==> config.mk <==
export PLATFORM = sky130hd
export DESIGN_NAME = seven_segment_scanner_flat
export DESIGN_NICKNAME = d
export VERILOG_FILES = /design/src/rtl/seven_segment_scanner_if.sv /design/src/rtl/seven_segment_scanner.sv /design/src/flat_wrapper.sv
export SDC_FILE = /design/constraint.sdc
export NUM_CORES = 1
export LEC_CHECK = 0
export CELL_PAD_IN_SITES_DETAIL_PLACEMENT = 1
export CELL_PAD_IN_SITES_GLOBAL_PLACEMENT = 2
export CORE_MARGIN = 2
export CORE_UTILIZATION = 38
export CTS_CLUSTER_SIZE = 14
export DETAILED_ROUTE_END_ITERATION = 16
export GPL_TIMING_DRIVEN = 1
export HOLD_SLACK_MARGIN = 0.1
export PLACE_DENSITY = 0.85
export SKIP_LAST_GASP = 1
export SYNTH_ARGS = -nofsm -noshare
export SYNTH_HDL_FRONTEND = slang
export SYNTH_SLANG_ARGS = --single-unit
export TNS_END_PERCENT = 5
==> constraint.sdc <==
create_clock -name i_Clk -period 3.95 [get_ports i_Clk]
set_input_delay 0.395 -clock i_Clk [delete_from_list [all_inputs] [get_ports i_Clk]]
set_output_delay 0.395 -clock i_Clk [all_outputs]
set_load 0.02 [all_outputs]
==> src/rtl/seven_segment_scanner_if.sv <==
// Bundle for the seven-segment scanner: packed BCD time word, PM flag and
// blink requests in, multiplexed common-anode display drive out.
interface seven_segment_scanner_if;
  logic [15:0] i_Time;
  logic        i_PM;
  logic        i_Blink_Hours;
  logic        i_Blink_Minutes;
  logic [3:0]  o_Anode;
  logic [6:0]  o_Segments;
  logic        o_DP;

  // Time source / bench side
  modport master (
    output i_Time,
    output i_PM,
    output i_Blink_Hours,
    output i_Blink_Minutes,
    input  o_Anode,
    input  o_Segments,
    input  o_DP
  );

  // Display driver side
  modport slave (
    input  i_Time,
    input  i_PM,
    input  i_Blink_Hours,
    input  i_Blink_Minutes,
    output o_Anode,
    output o_Segments,
    output o_DP
  );
endinterface

==> src/rtl/seven_segment_scanner.sv <==
// Four-digit common-anode seven-segment scanner. Each digit is lit for
// SCAN_COUNT cycles; the time word is captured once per frame so a frame never
// mixes old and new digits. Leading hours-tens zero is blanked, the PM flag
// lights the rightmost decimal point, and the hours/minutes fields can blink.
module seven_segment_scanner #(
  parameter int SCAN_COUNT  = 5000,
  parameter int BLINK_COUNT = 2500000
) (
  input logic                   i_Clk,
  input logic                   i_Reset,
  seven_segment_scanner_if.slave bus
);

  localparam int SCAN_W  = (SCAN_COUNT  > 1) ? $clog2(SCAN_COUNT)  : 1;
  localparam int BLINK_W = (BLINK_COUNT > 1) ? $clog2(BLINK_COUNT) : 1;

  localparam logic [SCAN_W-1:0]  SCAN_LAST  = SCAN_W'(SCAN_COUNT - 1);
  localparam logic [BLINK_W-1:0] BLINK_LAST = BLINK_W'(BLINK_COUNT - 1);

  localparam logic [3:0] ANODE_OFF = 4'b1111;
  localparam logic [6:0] SEG_OFF   = 7'b1111111;

  // BCD nibble to active-low {g,f,e,d,c,b,a}; non-decimal nibbles show nothing.
  function automatic logic [6:0] seg_encode(input logic [3:0] nib);
    logic [6:0] seg;
    case (nib)
      4'd0:    seg = 7'b1000000;
      4'd1:    seg = 7'b1111001;
      4'd2:    seg = 7'b0100100;
      4'd3:    seg = 7'b0110000;
      4'd4:    seg = 7'b0011001;
      4'd5:    seg = 7'b0010010;
      4'd6:    seg = 7'b0000010;
      4'd7:    seg = 7'b1111000;
      4'd8:    seg = 7'b0000000;
      4'd9:    seg = 7'b0010000;
      default: seg = SEG_OFF;
    endcase
    return seg;
  endfunction

  logic [SCAN_W-1:0]  scan_cnt_q,    scan_cnt_d;
  logic [1:0]         idx_q,         idx_d;
  logic [BLINK_W-1:0] blink_cnt_q,   blink_cnt_d;
  logic               blink_ph_q,    blink_ph_d;
  logic [15:0]        shadow_time_q, shadow_time_d;
  logic               shadow_pm_q,   shadow_pm_d;
  logic               load_pend_q,   load_pend_d;
  logic [3:0]         anode_q,       anode_d;
  logic [6:0]         seg_q,         seg_d;
  logic               dp_q,          dp_d;

  logic        scan_tc;
  logic        blink_tc;
  logic        blink_on;
  logic        load;
  logic [15:0] view_time;
  logic        view_pm;
  logic [3:0]  nibble;
  logic        lz_blank;
  logic        blink_blank;
  logic        blank;

  // Next-state: scan timing, frame capture, blink phase and the output image.
  always_comb begin
    scan_tc     = (scan_cnt_q == SCAN_LAST);
    scan_cnt_d  = scan_tc ? '0 : scan_cnt_q + SCAN_W'(1);
    idx_d       = scan_tc ? idx_q + 2'd1 : idx_q;

    // Capture at the last cycle of digit 3 so the new frame starts at digit 0.
    load          = (scan_tc && (idx_q == 2'd3)) || load_pend_q;
    shadow_time_d = load ? bus.i_Time : shadow_time_q;
    shadow_pm_d   = load ? bus.i_PM   : shadow_pm_q;
    load_pend_d   = load ? 1'b0       : load_pend_q;

    // Blink timer idles at zero so every new blink opens in the visible phase.
    blink_on    = bus.i_Blink_Hours || bus.i_Blink_Minutes;
    blink_tc    = (blink_cnt_q == BLINK_LAST);
    blink_cnt_d = '0;
    blink_ph_d  = 1'b0;
    if (blink_on) begin
      blink_cnt_d = blink_tc ? '0 : blink_cnt_q + BLINK_W'(1);
      blink_ph_d  = blink_tc ? ~blink_ph_q : blink_ph_q;
    end

    // The very first post-reset cycle shows the word being captured right now
    // rather than the cleared shadow, so digit 0 is correct for its full slot.
    view_time = load_pend_q ? bus.i_Time : shadow_time_q;
    view_pm   = load_pend_q ? bus.i_PM   : shadow_pm_q;

    case (idx_q)
      2'd0:    nibble = view_time[3:0];
      2'd1:    nibble = view_time[7:4];
      2'd2:    nibble = view_time[11:8];
      default: nibble = view_time[15:12];
    endcase

    lz_blank    = (idx_q == 2'd3) && (view_time[15:12] == 4'd0);
    blink_blank = blink_ph_q &&
                  ((bus.i_Blink_Hours   &&  idx_q[1]) ||
                   (bus.i_Blink_Minutes && !idx_q[1]));
    blank       = lz_blank || blink_blank;

    anode_d = blank ? ANODE_OFF : ~(4'b0001 << idx_q);
    seg_d   = blank ? SEG_OFF   : seg_encode(nibble);
    dp_d    = !((idx_q == 2'd0) && view_pm && !blank);
  end

  // State and registered outputs; reset restarts the scan from digit 0.
  always_ff @(posedge i_Clk) begin
    if (i_Reset) begin
      scan_cnt_q    <= '0;
      idx_q         <= 2'd0;
      blink_cnt_q   <= '0;
      blink_ph_q    <= 1'b0;
      shadow_time_q <= 16'h0000;
      shadow_pm_q   <= 1'b0;
      load_pend_q   <= 1'b1;
      anode_q       <= ANODE_OFF;
      seg_q         <= SEG_OFF;
      dp_q          <= 1'b1;
    end else begin
      scan_cnt_q    <= scan_cnt_d;
      idx_q         <= idx_d;
      blink_cnt_q   <= blink_cnt_d;
      blink_ph_q    <= blink_ph_d;
      shadow_time_q <= shadow_time_d;
      shadow_pm_q   <= shadow_pm_d;
      load_pend_q   <= load_pend_d;
      anode_q       <= anode_d;
      seg_q         <= seg_d;
      dp_q          <= dp_d;
    end
  end

  assign bus.o_Anode    = anode_q;
  assign bus.o_Segments = seg_q;
  assign bus.o_DP       = dp_q;

endmodule

==> src/flat_wrapper.sv <==
// flat-port wrapper written by rule: the top's interface ports become plain ports
module seven_segment_scanner_flat 
#(
  parameter int SCAN_COUNT  = 5000,
  parameter int BLINK_COUNT = 2500000
)
  (i_Clk, i_Reset, bus_i_Time, bus_i_PM, bus_i_Blink_Hours, bus_i_Blink_Minutes, bus_o_Anode, bus_o_Segments, bus_o_DP);
  seven_segment_scanner_if bus_i ();
  input logic i_Clk;
  input logic i_Reset;
  input wire logic [$bits(bus_i.i_Time)-1:0] bus_i_Time;
  input wire logic [$bits(bus_i.i_PM)-1:0] bus_i_PM;
  input wire logic [$bits(bus_i.i_Blink_Hours)-1:0] bus_i_Blink_Hours;
  input wire logic [$bits(bus_i.i_Blink_Minutes)-1:0] bus_i_Blink_Minutes;
  output wire logic [$bits(bus_i.o_Anode)-1:0] bus_o_Anode;
  output wire logic [$bits(bus_i.o_Segments)-1:0] bus_o_Segments;
  output wire logic [$bits(bus_i.o_DP)-1:0] bus_o_DP;
  assign bus_i.i_Time = bus_i_Time;
  assign bus_i.i_PM = bus_i_PM;
  assign bus_i.i_Blink_Hours = bus_i_Blink_Hours;
  assign bus_i.i_Blink_Minutes = bus_i_Blink_Minutes;
  assign bus_o_Anode = bus_i.o_Anode;
  assign bus_o_Segments = bus_i.o_Segments;
  assign bus_o_DP = bus_i.o_DP;
  seven_segment_scanner #(.SCAN_COUNT(SCAN_COUNT), .BLINK_COUNT(BLINK_COUNT)) u_core (.i_Clk(i_Clk), .i_Reset(i_Reset), .bus(bus_i));
endmodule
==> run metrics, run 1 <==
sequential element share of the synthesized area 43.5%; Max-Cap Viols 0; Slew @ Worst Pin 1.08 ns; largest net degree at the start of global routing 25; layout cell share with drive strength beyond 1 10.6%; minimum clock period 2.86 ns; Reg clk slew, reported paths 0.08 ns; first-pass GRT wire length 11600 µm; vias between 2000 and 2500; Slew HR 28.2%; Worst Path Required 4.17 ns; CTS tree done; Synth Flop Type dfxtp_1; final core utilization 46.5%; Worst setup SP type flip-flop; Layout Nets 396; CTS Buf Count 9; vias in the first global route 2467; Mapped Area between 0.003 and 0.004 mm²; Reg2Reg Setup Slack 1.09 ns; Hold Crit Endpoint u_core.blink_cnt_q[0]$_SDFF_PP0_; Post-CTS Setup Bufs 0; final estimated routing congestion in global placement 0.725; clock sink total 68; RR Endpoint u_core.bus.o_Segments[4]$_SDFF_PP1_; Setup crit end kind flip-flop; Peak supply drop 0.137 mV; slowest cell delay on critical path 0.85 ns; ANT cells 0; vias per cell 4.95; core footprint 0.00809 mm²; fin crit share 72.3%; final wirelength 6830 µm; Die H 94.8 µm; Final Setup Violations 0; CP startpoint u_core.load_pend_q$_SDFFE_PP1P_; crit-path most repeated cell inv_1; fmax 350 MHz; worst-skew pair later-pin latency around 0.34 ns; Port Buf Inserts 32; final antenna-violating net count 0; Arrival @ worst endpoint 3.07 ns; hold depth 1; clock buffer depth 2; Post-Place Cell Area 0.00352 mm²; initial core utilization 38.7%; worst hold start u_core.blink_cnt_q[0]$_SDFF_PP0_; Post-synth EDFFs 0; unrepaired setup endpoints after global routing false; Hold-fix buffers, CTS 0; # fillers a little under 1000; cells along the critical path mux2_4, a222oi_1, mux2i_2, inv_1, ha_1, inv_1, nor4b_1, a21oi_1; Min-Delay Path Class flip-flop to flip-flop; synthesized net count 364; Pre-antenna DRT Iters 4; Static Leak 1.42 nW; io pins 33; crit path kind flip-flop to flip-flop; Pins Over Slew Limit 0; Mapped Cells 332; synth warn 0; drc violations 0; Routed WL per cell 14.4 µm; post-synthesis average cell area 9.43 µm²; worst r2r src u_core.load_pend_q$_SDFFE_PP1P_; die width 94.8 µm; Async SR Flop Fraction 0%; worst reg-to-reg path cell count 8; initial antenna violation count 0; pwr dens 414 mW/mm²; status complete, no violations; H-tree Lvls 3; Post-DP HPWL 4810 µm; Synth top area share between 40% and 50%; final hold violations 0; GRT Residual Overflow 0; cell taking the most area after synthesis dfxtp_1; register bit count reported by yosys 68; Synth area leaders dfxtp_1 43%, mux2i_1 8.0%, nor2_1 7.6%, mux2_2 5.8%, xnor2_1 5.6%; die area around 0.0090 mm²; Worst Skew approximately 0.010 ns; final instance area 0.00376 mm²; Distinct cells, synth 39; CTS root buf clkbuf_8; area grow syn2layout 20.1%; Worst path slowest cell dfxtp_1; GRT Total Usage about 17%; top fanout value on the critical path 18; Rows 33; setup TNS 0 ns; PostCTS Resize Cnt 0; 1st-iter DRT viols 82
-- through the flow --
| stage | hold WS [ns] | power, mW | cells | worst slack, ns |
|---|---|---|---|---|
| 6_report | 0.444 | 1.56 | 474 | 1.09 |
| 3_5_place_dp | 0.437 | 0.899 | 458 | 1.14 |
| 3_3_place_gp | 0.424 | 0.894 | 458 | 1.32 |
| 4_1_cts | 0.452 | 1.58 | 474 | 1.10 |
| 5_1_grt | 0.470 | 1.63 | 474 | 0.872 |
| 2_1_floorplan | 0.413 | 0.837 | 332 | 1.85 |
-- power by group --
group	switching, mW	internal (mW)
combinational	0.0772	0.0808
clock	0.267	0.408
sequential	0.0142	0.710
total	0.358	1.20
-- final cells by class --
type / count / area, µm² / share of cell area, %
well taps: 105 / 131 / 3.49
clock buffers: 13 / 169 / 4.49
inverters: 16 / 60.1 / 1.60
repair buffers: 33 / 328 / 8.72
clock inverters: 3 / 67.6 / 1.80
multi-input cells: 236 / 1640 / 43.7
flip-flops and latches: 68 / 1360 / 36.2
-- cells by family after synthesis --
group	share of synthesized area, %
fa+ha+maj	4.40
xor+xnor	8.67
simple gates	19.6
compound gates	4.80
buf+inv	4.00
flops	43.5
mux	15.0
-- sequential cells by signal, indices dropped and copies added, names as in the netlist --
signal / count
u_core.scan_cnt_q: 13
u_core.blink_cnt_q: 22
u_core.idx_q: 2
u_core.bus.o_DP: 1
u_core.bus.o_Segments: 7
u_core.blink_ph_q: 1
u_core.load_pend_q: 1
u_core.shadow_pm_q: 1
u_core.shadow_time_q: 16
u_core.bus.o_Anode: 4
-- synth_stat cells, drive strengths merged (5+ instances only) --
| library cell | number |
|---|---|
| mux2 | 18 |
| nor4b | 6 |
| buf | 7 |
| xnor2 | 20 |
| nor2 | 63 |
| nand2 | 18 |
| nor3 | 6 |
| inv | 16 |
| ha | 11 |
| dfxtp | 68 |
| a21oi | 9 |
| mux2i | 26 |
| nand4 | 7 |
| clkbuf | 5 |
| nand3 | 10 |
| xor2 | 11 |
-- how the worst max path moves through the flow --
stage | to | slack (ns) | cells after the start
after floorplan | u_core.bus.o_Segments[4]$_SDFF_PP1_ | 1.85 | 9
after global placement | u_core.bus.o_Segments[4]$_SDFF_PP1_ | 1.32 | 8
after detailed placement | u_core.bus.o_Segments[4]$_SDFF_PP1_ | 1.14 | 8
after CTS | u_core.bus.o_Segments[4]$_SDFF_PP1_ | 1.10 | 8
after global routing | u_core.bus.o_Segments[4]$_SDFF_PP1_ | 0.87 | 8
final | u_core.bus.o_Segments[4]$_SDFF_PP1_ | 1.09 | 8
-- placed cells by master, fill, tap and decap left out, types with 2 or more instances in the layout --
| cell type | n |
|---|---|
| a21oi_1 | 9 |
| a222oi_1 | 3 |
| and2_1 | 2 |
| and3_1 | 2 |
| and4_1 | 2 |
| bufinv_16 | 2 |
| clkbuf_8 | 12 |
| clkdlybuf4s50_1 | 32 |
| dfxtp_1 | 68 |
| ha_1 | 11 |
| inv_1 | 16 |
| mux2_2 | 16 |
| mux2i_1 | 25 |
| nand2_1 | 18 |
| nand3_1 | 10 |
| nand4_1 | 7 |
| nor2_1 | 63 |
| nor3_1 | 6 |
| nor4_1 | 4 |
| nor4b_1 | 4 |
| o21a_1 | 2 |
| o21ai_0 | 4 |
| or2_2 | 2 |
| or3_1 | 3 |
| xnor2_1 | 20 |
| xor2_1 | 11 |
-- layer usage --
metal,share of wire (%),GRT usage (%),up-vias
met5,0,0,-
met4,1.8,7.25,0
met3,3.2,3.59,11
met2,47,27.5,26
met1,48,21.0,1124
li1,-,-,1186
-- worst max-delay path, delay by kind of cell, from the launching register on --
family | cells | cell delay (ns)
AOI/OAI and AO/OA | 2 | 0.50
adders and majority gates | 1 | 0.19
buffers and inverters | 2 | 0.25
DFF | 1 | 0.85
muxes | 2 | 0.62
and+or+nand+nor | 1 | 0.34
(Power assumes the default switching activity.)
==> run 2: changes to the inputs <==
CORE_UTILIZATION = 32   (was 38)
PLACE_DENSITY = 0.76   (was 0.85)
clock period = 2.6 ns   (was 3.95 ns; I/O delays follow)
==> run 2 against run 1 <==
Against the previous run: critical path type unchanged; flip-flop and latch count is the same; fmax up 22%; worst hold slack got worse by 0.00057 ns; clock skew fell by 0.00072 ns; highest routed layer unchanged; via count fell by 1.0%; wire length is 0.32% lower; largest power group is now clock; global-route usage is 2.7 points lower; die area is 18% higher; clock-buffer cell count is 4 lower.
==> run metrics, run 2 (synthesis gave the netlist of run 1 again) <==
status complete, no violations; cell count after placement 491; Arrival @ worst endpoint about 2.6 ns; Final Setup Violations 0; Post-Layout Cell Count 506; Pins Over Slew Limit 0; top routing layer in use met4; die area 0.0106 mm²; 1st-iter DRT viols 66; Regs by FF count u_core.blink_cnt_q (22), u_core.shadow_time_q (16), u_core.scan_cnt_q (13); core footprint 0.00964 mm²; Reg2Reg Setup Slack between 0.2 and 0.3 ns; Pre-antenna DRT Iters 5; largest net degree at the start of global routing 23; metal2 WL 3270 µm; ANT cells 0; CTS tree done; fmax around 430 MHz; CTS root buf clkbuf_8; minimum clock period 2.35 ns; Layout Nets 401; RR Endpoint u_core.bus.o_Segments[4]$_SDFF_PP1_; Post-Place Cell Area 0.00360 mm²; pwr dens between 600 and 700 mW/mm²; Hold Crit Endpoint u_core.blink_cnt_q[0]$_SDFF_PP0_; initial core utilization 32.5%; Peak supply drop 0.309 mV; Hold-fix buffers, CTS 0; drc violations 0; Die H about 100 µm; setup TNS 0 ns; Largest register FFs 22; Setup crit end kind flip-flop; final estimated routing congestion in global placement roughly 0.76; Port Buf Inserts 32; Worst Skew 0.00943 ns; Routed WL per cell 13.5 µm; GRT Total Usage 14.0%; GRT Residual Overflow 0; wire length on met3 177 µm; Static Leak 1.46 nW; worst-skew pair later-pin latency roughly 0.33 ns; vias per cell about 4.6; final core utilization about two fifths; Post-CTS Setup Bufs 0; fin crit share 90.2%; hold depth 1; vias 2323; Worst Path Required 2.81 ns; Design Power about 2.5 mW; vias in the first global route ~2400; Slew HR 53.9%; layout cell share with drive strength beyond 1 12.1%; Post-DP HPWL 4890 µm; slowest cell delay on critical path around 0.54 ns; worst hold start u_core.blink_cnt_q[0]$_SDFF_PP0_; area grow syn2layout 23.3%; Rows 36; worst r2r src u_core.load_pend_q$_SDFFE_PP1P_; final antenna-violating net count 0; met1 WL around 3300 µm; unrepaired setup endpoints after global routing false; crit-path most repeated cell inv_1; io pins 33; die width 103 µm; crit path kind flip-flop to flip-flop; Max-Cap Viols 0; clock buffer depth 2; Reg clk slew, reported paths 0.08 ns; initial antenna violation count 0; Worst setup SP type flip-flop; Min-Delay Path Class flip-flop to flip-flop; Worst path slowest cell dfxtp_2; H-tree Lvls 3; clock sink total 68; final instance area roughly 0.0039 mm²; cells along the critical path mux2_4, a222oi_1, mux2i_2, inv_1, ha_1, inv_1, nor4b_1, a21oi_1; final wirelength between 6000 and 7000 µm; CTS Buf Count 9; commonest cells after routing, fill and taps aside 67 x dfxtp_1, 63 x nor2_1, 32 x clkdlybuf4s50_1, 25 x mux2i_1, 20 x xnor2_1; Slew @ Worst Pin 0.690 ns; first-pass GRT wire length 11500 µm; worst reg-to-reg path cell count 8; most common cell after layout, fill and taps aside dfxtp_1; final hold violations 0; top fanout value on the critical path 14; Biggest register u_core.blink_cnt_q
## run 2: changes by cell type in the layout (fill, tap and decap cells not counted)
cell,previous run,this run
bufinv_16,2,4
buf_4,1,6
dfxtp_1,68,67
clkbuf_8,12,9
clkbuf_1,1,0
dfxtp_2,0,1
clkinv_4,0,2
clkinvlp_4,1,0
## run 2: layout make-up
| cell class | count | area (µm²) |
|---|---|---|
| clock buffers | 9 | 124 |
| multi-input cells | 236 | 1640 |
| clock inverters | 6 | 138 |
| repair buffers | 38 | 365 |
| inverters | 16 | 60.1 |
| fillers | 1127 | 5780 |
| well taps | 133 | 166 |
| flip-flops and latches | 68 | 1360 |
## run 2: repair_timing
action | in CTS | in global routing
gates resized for setup | 0 | 1
hold endpoints to repair | 0 | 0
setup endpoints to repair | 0 | 6
## run 2: worst max path at each step
stage / depth (start not counted) / start / end / slack, ns
after floorplan: 9 / u_core.load_pend_q$_SDFFE_PP1P_ / u_core.bus.o_Segments[4]$_SDFF_PP1_ / 0.50
after global placement: 8 / u_core.load_pend_q$_SDFFE_PP1P_ / u_core.bus.o_Segments[4]$_SDFF_PP1_ / 0.24
final: 8 / u_core.load_pend_q$_SDFFE_PP1P_ / u_core.bus.o_Segments[4]$_SDFF_PP1_ / 0.25
after CTS: 7 / u_core.load_pend_q$_SDFFE_PP1P_ / u_core.bus.o_Segments[4]$_SDFF_PP1_ / 0.10
after global routing: 8 / u_core.load_pend_q$_SDFFE_PP1P_ / u_core.bus.o_Segments[4]$_SDFF_PP1_ / 0.06
after detailed placement: 8 / u_core.load_pend_q$_SDFFE_PP1P_ / u_core.bus.o_Segments[4]$_SDFF_PP1_ / 0.12
## run 2: worst max-delay path, delay by kind of cell (launching register included)
family                     cells  cell delay [ns]
AOI/OAI and AO/OA              2             0.46
adders and majority gates      1             0.17
buffers and inverters          2             0.20
DFF                            1             0.54
muxes                          2             0.52
and+or+nand+nor                1             0.36
## run 2: through the flow
step / setup WS [ns] / hold WS (ns)
after detailed placement: 0.123 / 0.434
after CTS: 0.104 / 0.447
after global placement: 0.243 / 0.424
final: 0.254 / 0.443
after floorplan: 0.501 / 0.350
after global routing: 0.0597 / 0.487
## run 2: per-layer routing
| layer | global-route usage [%] | up-vias |
|---|---|---|
| met5 | 0 | - |
| met4 | 5.87 | 0 |
| met3 | 2.92 | 8 |
| met2 | 23.0 | 31 |
| met1 | 17.9 | 1087 |
| li1 | - | 1197 |
## run 2: power breakdown
| part | total, mW | internal, mW | switching (mW) |
|---|---|---|---|
| logic | 0.248 | 0.129 | 0.119 |
| clock network | 1.13 | 0.732 | 0.401 |
| registers | 1.10 | 1.08 | 0.0204 |
